===== src/rtl/sdsu_bus_pkg.sv =====
// -----------------------------------------------------------------------------
// sdsu_bus_pkg
//
// Definitions shared by the SDSU bus Master, Slave and swap slave:
//   - default bus widths (BUS_DATA_W, BUS_ADDR_W)
//   - the responder state encoding (state_e: IDLE, WAIT, RESP)
//   - ERR_PATTERN, the word returned for out-of-range requests when
//     SDSU_BUS_ADDR_CHECK_EN is defined
//   - cnt_width(), the width of a down-counter that must hold a given value
// -----------------------------------------------------------------------------
package sdsu_bus_pkg;

   localparam int BUS_DATA_W = 32;
   localparam int BUS_ADDR_W = 32;

   localparam logic [31:0] ERR_PATTERN = 32'hDEAD_BEEF;

   typedef enum logic [1:0] {
      IDLE = 2'd0,
      WAIT = 2'd1,
      RESP = 2'd2
   } state_e;

   // Width of a counter that loads n and counts down to 1. Never below 1 so
   // that n = 0 still yields a legal vector.
   function automatic int cnt_width(input int n);
      return (n < 1) ? 1 : $clog2(n + 1);
   endfunction

endpackage


===== src/rtl/sdsu_bus_swap_slave_if.sv =====
// -----------------------------------------------------------------------------
// sdsu_bus_swap_slave_if
//
// SDSU bus request/response bundle between a Master and a responder.
//   start, valid   : request strobe and its qualifier (Master -> responder)
//   address, data  : request word address and write data (Master -> responder)
//   ready          : one-cycle response strobe (responder -> Master)
//   result_data    : response word (responder -> Master)
//   busy           : responder is not idle (responder -> Master)
//   err            : out-of-range response flag, present only when
//                    SDSU_BUS_ADDR_CHECK_EN is defined
// -----------------------------------------------------------------------------
interface sdsu_bus_swap_slave_if
   import sdsu_bus_pkg::*;
#(
   parameter int DATA_W = BUS_DATA_W,
   parameter int ADDR_W = BUS_ADDR_W
);

   logic              start;
   logic              valid;
   logic [ADDR_W-1:0] address;
   logic [DATA_W-1:0] data;
   logic              ready;
   logic [DATA_W-1:0] result_data;
   logic              busy;
`ifdef SDSU_BUS_ADDR_CHECK_EN
   logic              err;
`endif

`ifdef SDSU_BUS_ADDR_CHECK_EN
   modport master (
      output start, valid, address, data,
      input  ready, result_data, busy, err
   );

   modport slave (
      input  start, valid, address, data,
      output ready, result_data, busy, err
   );
`else
   modport master (
      output start, valid, address, data,
      input  ready, result_data, busy
   );

   modport slave (
      input  start, valid, address, data,
      output ready, result_data, busy
   );
`endif

endinterface


===== src/rtl/sdsu_bus_regfile.sv =====
// -----------------------------------------------------------------------------
// sdsu_bus_regfile
//
// DEPTH x DATA_W register array with one combinational read port and one
// synchronous write port. Every word is loaded with INIT_VALUE on reset.
//   clk      : clock, rising edge
//   rst      : synchronous active-high reset
//   we       : write enable
//   wr_idx   : write word index
//   wr_data  : write data
//   rd_idx   : read word index
//   rd_data  : read data (combinational, reflects contents before this edge)
// -----------------------------------------------------------------------------
module sdsu_bus_regfile #(
   parameter int                DATA_W     = 32,
   parameter int                DEPTH      = 16,
   parameter logic [DATA_W-1:0] INIT_VALUE = '0,
   localparam int               IW         = $clog2(DEPTH)
) (
   input  logic              clk,
   input  logic              rst,
   input  logic              we,
   input  logic [IW-1:0]     wr_idx,
   input  logic [DATA_W-1:0] wr_data,
   input  logic [IW-1:0]     rd_idx,
   output logic [DATA_W-1:0] rd_data
);

   logic [DATA_W-1:0] mem [DEPTH];

   // NOTE: the array is built from flops rather than a RAM macro precisely so
   // that every word can be reset; a RAM-inferred array must not carry a reset.
   always_ff @(posedge clk) begin
      if (rst) begin
         for (int i = 0; i < DEPTH; i++) begin
            mem[i] <= INIT_VALUE;
         end
      end else if (we) begin
         mem[wr_idx] <= wr_data;
      end
   end

   // Read is combinational so the swap sees the pre-write word on the same
   // edge that stores the new one.
   assign rd_data = mem[rd_idx];

endmodule


===== src/rtl/sdsu_bus_swap_slave.sv =====
// -----------------------------------------------------------------------------
// sdsu_bus_swap_slave
//
// Memory-backed SDSU bus responder. Each accepted request atomically swaps one
// word: the stored word at the addressed index is returned on result_data and
// the request data is written in its place. WAIT_CYCLES extra cycles are
// inserted between acceptance and response to model slow targets.
//
// Ports:
//   clk  : clock, rising edge
//   rst  : synchronous active-high reset (drops any in-flight request)
//   bus  : sdsu_bus_swap_slave_if.slave
//            start, valid, address, data  in
//            ready, result_data, busy     out
//            err                          out (SDSU_BUS_ADDR_CHECK_EN only)
//
// Configuration macro:
//   SDSU_BUS_ADDR_CHECK_EN : when defined, an address >= DEPTH returns
//     ERR_PATTERN, writes nothing, and pulses err together with ready. When
//     undefined, the index wraps modulo DEPTH and there is no err output.
//
// Timing: a request accepted at edge N produces ready in the cycle after edge
// N+1+WAIT_CYCLES. busy covers the WAIT and RESP cycles; ready is registered
// at the edge that ends RESP, so at least one idle cycle separates requests.
// -----------------------------------------------------------------------------
module sdsu_bus_swap_slave
   import sdsu_bus_pkg::*;
#(
   parameter int                DATA_W      = BUS_DATA_W,
   parameter int                ADDR_W      = BUS_ADDR_W,
   parameter int                DEPTH       = 16,
   parameter int                WAIT_CYCLES = 2,
   parameter logic [DATA_W-1:0] INIT_VALUE  = '0
) (
   input  logic                  clk,
   input  logic                  rst,
   sdsu_bus_swap_slave_if.slave  bus
);

   localparam int IW = $clog2(DEPTH);
   localparam int CW = cnt_width(WAIT_CYCLES);

   localparam logic [CW-1:0]     WAIT_LOAD = CW'(WAIT_CYCLES);
   localparam logic [CW-1:0]     CNT_ONE   = CW'(1);
   localparam logic [DATA_W-1:0] ERR_VALUE = DATA_W'(ERR_PATTERN);

   // Legacy-compatible state constants, tied to the shared enum encoding.
   localparam logic [1:0] ST_IDLE = IDLE;
   localparam logic [1:0] ST_WAIT = WAIT;
   localparam logic [1:0] ST_RESP = RESP;

   // With no wait states, acceptance goes straight to the response cycle.
   localparam logic [1:0] ST_AFTER_ACCEPT = (WAIT_CYCLES == 0) ? ST_RESP : ST_WAIT;

   logic [1:0]        state;
   logic [CW-1:0]     wait_cnt;
   logic [IW-1:0]     idx_q;
   logic [DATA_W-1:0] data_q;
   logic              ready_q;
   logic [DATA_W-1:0] result_q;
   logic              oor_q;
   logic              accept;
   logic              wr_en;
   logic [DATA_W-1:0] rd_data;

   // Requests are only looked at in IDLE; anything arriving while busy is
   // dropped without latching.
   assign accept = (state == ST_IDLE) && bus.start && bus.valid;

   // --------------------------------------------------------------------------
   // Request FSM, wait counter and registered response
   // --------------------------------------------------------------------------
   // NOTE: every register here is written with <= so that all of them sample
   // the pre-edge values of state and the other flops, whatever the order of
   // the statements below.
   always_ff @(posedge clk) begin
      if (rst) begin
         state    <= ST_IDLE;
         wait_cnt <= '0;
         idx_q    <= '0;
         data_q   <= '0;
         ready_q  <= 1'b0;
         result_q <= '0;
      end else begin
         // ready is a single-cycle strobe; only RESP raises it.
         ready_q <= 1'b0;
         case (state)
            ST_IDLE: begin
               if (accept) begin
                  idx_q    <= bus.address[IW-1:0];
                  data_q   <= bus.data;
                  wait_cnt <= WAIT_LOAD;
                  state    <= ST_AFTER_ACCEPT;
               end
            end
            ST_WAIT: begin
               wait_cnt <= wait_cnt - CNT_ONE;
               if (wait_cnt == CNT_ONE) begin
                  state <= ST_RESP;
               end
            end
            ST_RESP: begin
               ready_q  <= 1'b1;
               // rd_data is the word before this edge's write lands.
               result_q <= oor_q ? ERR_VALUE : rd_data;
               state    <= ST_IDLE;
            end
            default: begin
               state <= ST_IDLE;
            end
         endcase
      end
   end

   // --------------------------------------------------------------------------
   // Out-of-range tracking
   // --------------------------------------------------------------------------
`ifdef SDSU_BUS_ADDR_CHECK_EN
   logic err_q;

   always_ff @(posedge clk) begin
      if (rst) begin
         oor_q <= 1'b0;
         err_q <= 1'b0;
      end else begin
         err_q <= (state == ST_RESP) && oor_q;
         if (accept) begin
            oor_q <= (bus.address >= ADDR_W'(DEPTH));
         end
      end
   end

   assign bus.err = err_q;
`else
   // Without the range check every address wraps, so nothing is ever flagged.
   assign oor_q = 1'b0;
`endif

   // Address bits above the index only matter to the range check.
   logic unused_addr_hi;
   assign unused_addr_hi = ^bus.address[ADDR_W-1:IW];

   // --------------------------------------------------------------------------
   // Storage: write and read share the latched index and happen on the edge
   // that ends RESP, so back-to-back swaps to one word need no forwarding.
   // --------------------------------------------------------------------------
   assign wr_en = (state == ST_RESP) && !oor_q;

   sdsu_bus_regfile #(
      .DATA_W     (DATA_W),
      .DEPTH      (DEPTH),
      .INIT_VALUE (INIT_VALUE)
   ) u_regfile (
      .clk     (clk),
      .rst     (rst),
      .we      (wr_en),
      .wr_idx  (idx_q),
      .wr_data (data_q),
      .rd_idx  (idx_q),
      .rd_data (rd_data)
   );

   assign bus.ready       = ready_q;
   assign bus.result_data = result_q;
   assign bus.busy        = (state != ST_IDLE);

endmodule

===== src/flat_wrapper.sv =====
// flat-port wrapper written by rule: the top's interface ports become plain ports
module sdsu_bus_swap_slave_flat import sdsu_bus_pkg::*;
#(
   parameter int                DATA_W      = BUS_DATA_W,
   parameter int                ADDR_W      = BUS_ADDR_W,
   parameter int                DEPTH       = 16,
   parameter int                WAIT_CYCLES = 2,
   parameter logic [DATA_W-1:0] INIT_VALUE  = '0
)
  (clk, rst, bus_start, bus_valid, bus_address, bus_data, bus_ready, bus_result_data, bus_busy);
  sdsu_bus_swap_slave_if #(.DATA_W(DATA_W), .ADDR_W(ADDR_W)) bus_i ();
  input  logic clk;
  input  logic rst;
  input wire logic [$bits(bus_i.start)-1:0] bus_start;
  input wire logic [$bits(bus_i.valid)-1:0] bus_valid;
  input wire logic [$bits(bus_i.address)-1:0] bus_address;
  input wire logic [$bits(bus_i.data)-1:0] bus_data;
  output wire logic [$bits(bus_i.ready)-1:0] bus_ready;
  output wire logic [$bits(bus_i.result_data)-1:0] bus_result_data;
  output wire logic [$bits(bus_i.busy)-1:0] bus_busy;
  assign bus_i.start = bus_start;
  assign bus_i.valid = bus_valid;
  assign bus_i.address = bus_address;
  assign bus_i.data = bus_data;
  assign bus_ready = bus_i.ready;
  assign bus_result_data = bus_i.result_data;
  assign bus_busy = bus_i.busy;
  sdsu_bus_swap_slave #(.DATA_W(DATA_W), .ADDR_W(ADDR_W), .DEPTH(DEPTH), .WAIT_CYCLES(WAIT_CYCLES), .INIT_VALUE(INIT_VALUE)) u_core (.clk(clk), .rst(rst), .bus(bus_i));
endmodule

===== config.mk =====
export PLATFORM = sky130hd
export DESIGN_NAME = sdsu_bus_swap_slave_flat
export DESIGN_NICKNAME = d
export VERILOG_FILES = /design/src/rtl/sdsu_bus_pkg.sv /design/src/rtl/sdsu_bus_swap_slave_if.sv /design/src/rtl/sdsu_bus_regfile.sv /design/src/rtl/sdsu_bus_swap_slave.sv /design/src/flat_wrapper.sv
export SDC_FILE = /design/constraint.sdc
export NUM_CORES = 1
export LEC_CHECK = 0
export CAP_MARGIN = 15
export CORE_MARGIN = 2
export CORE_UTILIZATION = 50
export DETAILED_ROUTE_END_ITERATION = 10
export GPL_TIMING_DRIVEN = 0
export MAX_ROUTING_LAYER = met4
export PLACE_DENSITY_LB_ADDON = 0.08
export REMOVE_ABC_BUFFERS = 1
export SLEW_MARGIN = 20
export SYNTH_ARGS = -nofsm -noshare
export SYNTH_HDL_FRONTEND = slang
export SYNTH_SLANG_ARGS = --single-unit

===== constraint.sdc =====
create_clock -name clk -period 3.1 [get_ports clk]
set_input_delay 0.31 -clock clk [delete_from_list [all_inputs] [get_ports clk]]
set_output_delay 0.31 -clock clk [all_outputs]
set_load 0.005 [all_outputs]

; ---- Yosys cells after proc, flatten, opt, wreduce, memory -nomap -nowiden
; Memory sizes are Yosys's and may differ from the RTL's. A register that Yosys moved wholly into a read port is not among the register bits.
; Index checks and enable logic that the tools add are counted.
[word_totals]
regBits = 41
ramBits = 512
inputBits = 68
wordCells = 34
memories = 1
[memory_table]
columns = memory, depth, word_bits, read_ports, rd_clocked_by_memory_dff, wr, line_no
row1 = u_core.u_regfile.mem, 16, 32, 1, 1, 16, sdsu_bus_regfile.sv:29  ; logic [DATA_W-1:0] mem [DEPTH];
[classes]
n_addsub = 1
eq_ne = 5
muxes = 13
reduce_logical = 9
[op_table]
columns = operator, n
row1 = 32-bit two-way mux, 1
row2 = 32-bit OR reduction, 1
row3 = 2-bit one-hot mux with 2 select lines, 2
row4 = 1-bit two-way mux, 6
row5 = 2-bit two-way mux, 3
row6 = 2-bit AND reduction, 3
row7 = 2-bit by 1-bit == test with 1-bit output (second input constant), 2
row8 = 4-bit two-way mux, 1
row9 = 2-bit by 1-bit != test with 1-bit output (second input constant), 2
row10 = 2-bit nonzero test, 2
row11 = 2-bit == test (second input constant), 1
row12 = 1-bit logical AND, 2
row13 = 2-bit logical NOT, 1
row14 = 2-bit by 1-bit subtractor with 2-bit output (second input constant), 1

; ---- Logic depth before layout (Yosys ltp)
[logic_depth]
word_depth = 6
depth_mapped = 7

; ---- By module
; From an unflattened synthesis, not the netlist that was laid out.
[unflattened]
hier_cells = 1733
hier_area_um2 = 25502.0
[modules_own_cells]
columns = mod, instances, cells_per_inst, area_each_um2
row1 = sdsu_bus_regfile, 1, 1416, 22863.2
row2 = sdsu_bus_swap_slave, 1, 317, 2638.8

; ---- Least setup slack after synthesis
; OpenSTA, ideal clock, no wires.
[synth_path]
path_kind = input to register
from = input rst
to = memory u_core.u_regfile.mem[0][0] (enable)
setup_time_ns = 0.375
arrival_time_ns = 1.614
setup_slack_ns = 1.111
path_stages = 5
path_buffers = 1
path_cell_list = buf_2 nor3b_4 nand2_1 nor3_1 or2_2
[synth_rtl]
columns = element, line_no
row1 = "start, declared", flat_wrapper.sv:13  ; input logic rst;
row2 = "end, declared", sdsu_bus_regfile.sv:29

==> flow_summary.yaml <==
status:
  status: "complete, no violations"
detailed_routing:
  drt_iter0_drc: 1669
  routed_via_density: 5.92
  avgRoutedWirePerCell_um: 28.0
  vias: 15900
  dr.pass1.iters: 5
  ant_nets: 0
  drcViolationCount: 0
  finalWirelength_um: 75100
synth:
  ys_warn_count: 0
  synthCells: 1885
  avgSynthCellArea_um2: 13.6
  synth-seq-cells: 585
  synth_area_leaders: "edfxtp_1 (60%), and2_1 (13%), mux2i_1 (7.5%), dfxtp_1 (5.7%), mux4_2 (2.8%)"
  netlist-cell-type-count: 33
  syn_area_um2: 25700
  synth_top_area_share: 0.599
  seq_area_frac_synth: 0.656
  synth.largest_area_cell: "edfxtp_1"
finish:
  diodes: 0
  area_growth_pct: 17.9
  drive_gt1_frac: 0.136
  fin_nets: 2016
  finish.cell_count_without_fillers: 2680
  fillers: 3912
die:
  die_y_um: 231
  coreArea_um2: 51000
  die-area_um2: 53100
  die_x_um: 231
  initial_core_util: 0.503
  num_rows: 83
  pin_count: 102
hold_path:
  min_path_cells: 3
  hp-class: "input pin to flop"
pwr:
  ir_worst_vdd_mv: 0.495
  p_leak_nw: 10.4
  powerDensity_nw_per_um2: 593
timing:
  final_hold_viol_count: 0
  skew_ns: 0.0204
  finalWorstSetupSlack_ns: 0.0372
  period_share: 0.988
  slew_violations: 0
  finalCriticalPeriod_ns: 3.06
  fin_setup_tns_ns: 0
  rsz0062_at_grt: "no"
  tightest_slew_ns: 1.05
  relSlewSlack: 0.302
  setup_viol: 0
  fmax_mhz: 326
placement:
  place.gp.congestion: 0.742
  portBuffers: 73
  dp_cells: 2516
  place_ws_ns: -1.13
  dpl.hpwl_um: 40200
global_route:
  grt.overflow.total: 0
  grtUsageTotal: 0.295
  grt_first_pass_wirelength_um: 109000
  grt_pass1_vias: 16100
  grt_start_max_net_pins: 59
  antenna_found_initial: 2
worst_setup_path:
  required_ns: 3.55
  path_class: "flop to flop"
  r2r_cells: 6
  startpoint_type: "flop"
  crit_path_max_fanout: 31
  cp.arrival_ns: 3.52
  cp-end-kind: "flop"
flow_run:
  maxCapViolCount: 0
clocking:
  htree_levels: 3
  clk_pin_slew_ns: 0.06
  cts_sinks: 585
  cts_buffers: 66
  clockBufferDepth: 3
  clkLatencyLatePin_ns: 0.60
  ctsRootBufferMaster: "clkbuf_16"
  cts_tree: "done"
[state kept, by name, indices dropped and copies added (netlist names)]
register,count
u_core.idx_q,4
u_core.wait_cnt,2
u_core.state,2
u_core.data_q,32
u_core.bus.result_data,32
u_core.u_regfile.mem,512
u_core.bus.ready,1
[layout by cell type (no fill, tap or decap), types with 4 or more instances in the layout]
master           count
nor3_1              32
clkdlybuf4s50_1     72
or2_4               27
nand2_1             76
a211oi_1            32
dfxtp_4              4
mux4_2              32
clkinv_2            15
o21ai_0             32
a221oi_1            32
clkbuf_8             8
clkinv_1             8
edfxtp_1           512
buf_6               13
buf_16              17
and2_1             512
bufinv_16            7
o22ai_1             64
buf_4               22
dfxtp_1             69
buf_12              15
nor2_4              10
buf_8                7
mux2i_1            192
clkbuf_16           71
clkbuf_1            10
a21oi_1             38
nor2_1              36
[Yosys cell counts]
cell type / instances
a21oi_1: 38
buf_4: 20
clkbuf_1: 129
nor3b_1: 1
mux2i_1: 192
nand3b_1: 3
mux4_2: 32
nand3_1: 3
buf_2: 10
nor4b_2: 1
nand2_1: 77
and2_1: 513
a211oi_1: 32
a311oi_1: 1
edfxtp_1: 512
inv_1: 2
clkbuf_2: 1
or3b_1: 1
nand2b_1: 4
a221oi_1: 32
ha_1: 1
nor2b_1: 2
buf_6: 6
nor4_2: 1
o21ai_0: 32
nor3_2: 3
nor2_1: 46
or2_2: 18
dfxtp_1: 73
and3_1: 1
o22ai_1: 64
nor3b_4: 1
nor3_1: 33
[kinds of logic (layout without fill, tap and decap cells)]
| group | after synthesis | in the layout | synth area share |
|---|---|---|---|
| adders and majority gates | 1 | 1 | 0.000488 |
| AOI/OAI and AO/OA | 199 | 199 | 0.0499 |
| DFF | 585 | 585 | 0.656 |
| muxes | 224 | 224 | 0.103 |
| and+or+nand+nor | 708 | 722 | 0.161 |
| buffers and inverters | 168 | 269 | 0.0298 |
[worst max-delay path, cell delays in order, from the launching register on]
cell and delay [ns]:
dfxtp_4 0.52, buf_16 0.29, buf_16 0.27, and2_4 0.39, nand2_2 0.26, nor2_2 0.88
and2_1 0.23
[routing by layer]
layer / global-route usage / wire length (um) / part of all wire
met2: 0.474 / 36300 / 0.48
met3: 0.0521 / 5050 / 0.067
met5: - / 0 / 0
met1: 0.388 / 31600 / 0.42
met4: 0.0859 / 2120 / 0.028
[power by group]
group	leakage [nW]	total [mW]	switching [mW]	internal [mW]
sequential	5.87	8.97	0.182	8.79
clock	1.12	8.06	3.12	4.94
combinational	3.42	0.893	0.551	0.342
[stage by stage]
step	power, mW	utilization	hold WS [ns]	area, um^2
floorplan	9.58	-	0.379	24900
global placement	10.0	0.519	0.465	26500
detailed placement	9.95	0.540	0.473	27500
CTS	18.0	0.592	0.233	30200
global route	18.4	0.593	0.252	30300
finish	17.9	0.593	0.258	30300
[what timing repair did]
item / in CTS / in global routing
buffers inserted: 22 / 7
gates cloned: 13 / 1
hold buffers: 0 / 0
gates resized for setup: 24 / 2
endpoints found under the setup margin: 583 / 146
pin swaps: 14 / 3
[area by class of cell]
cell class / instances / area [um^2] / area share
tap: 680 / 851 / 0.0281
sequential: 585 / 16900 / 0.557
multi-input combinational: 1146 / 8380 / 0.277
inverter: 2 / 7.51 / 0.000248
clock buffer: 89 / 1920 / 0.0636
clock inverter: 32 / 333 / 0.0110
timing repair buffer: 146 / 1910 / 0.0630
[final timing paths]
| path | from | endpoint | slack, ns |
|---|---|---|---|
| setup / recovery | u_core.idx_q[1] | u_core.u_regfile.mem[11][24] | 0.04 |
| hold / removal | bus_address[1] | u_core.idx_q[1] | 0.26 |
| setup reg to reg | u_core.idx_q[1] | u_core.u_regfile.mem[11][24] | 0.04 |
| hold reg to reg | u_core.bus.result_data[31] | u_core.bus.result_data[31] | 0.50 |
(Power assumes the default switching activity.)
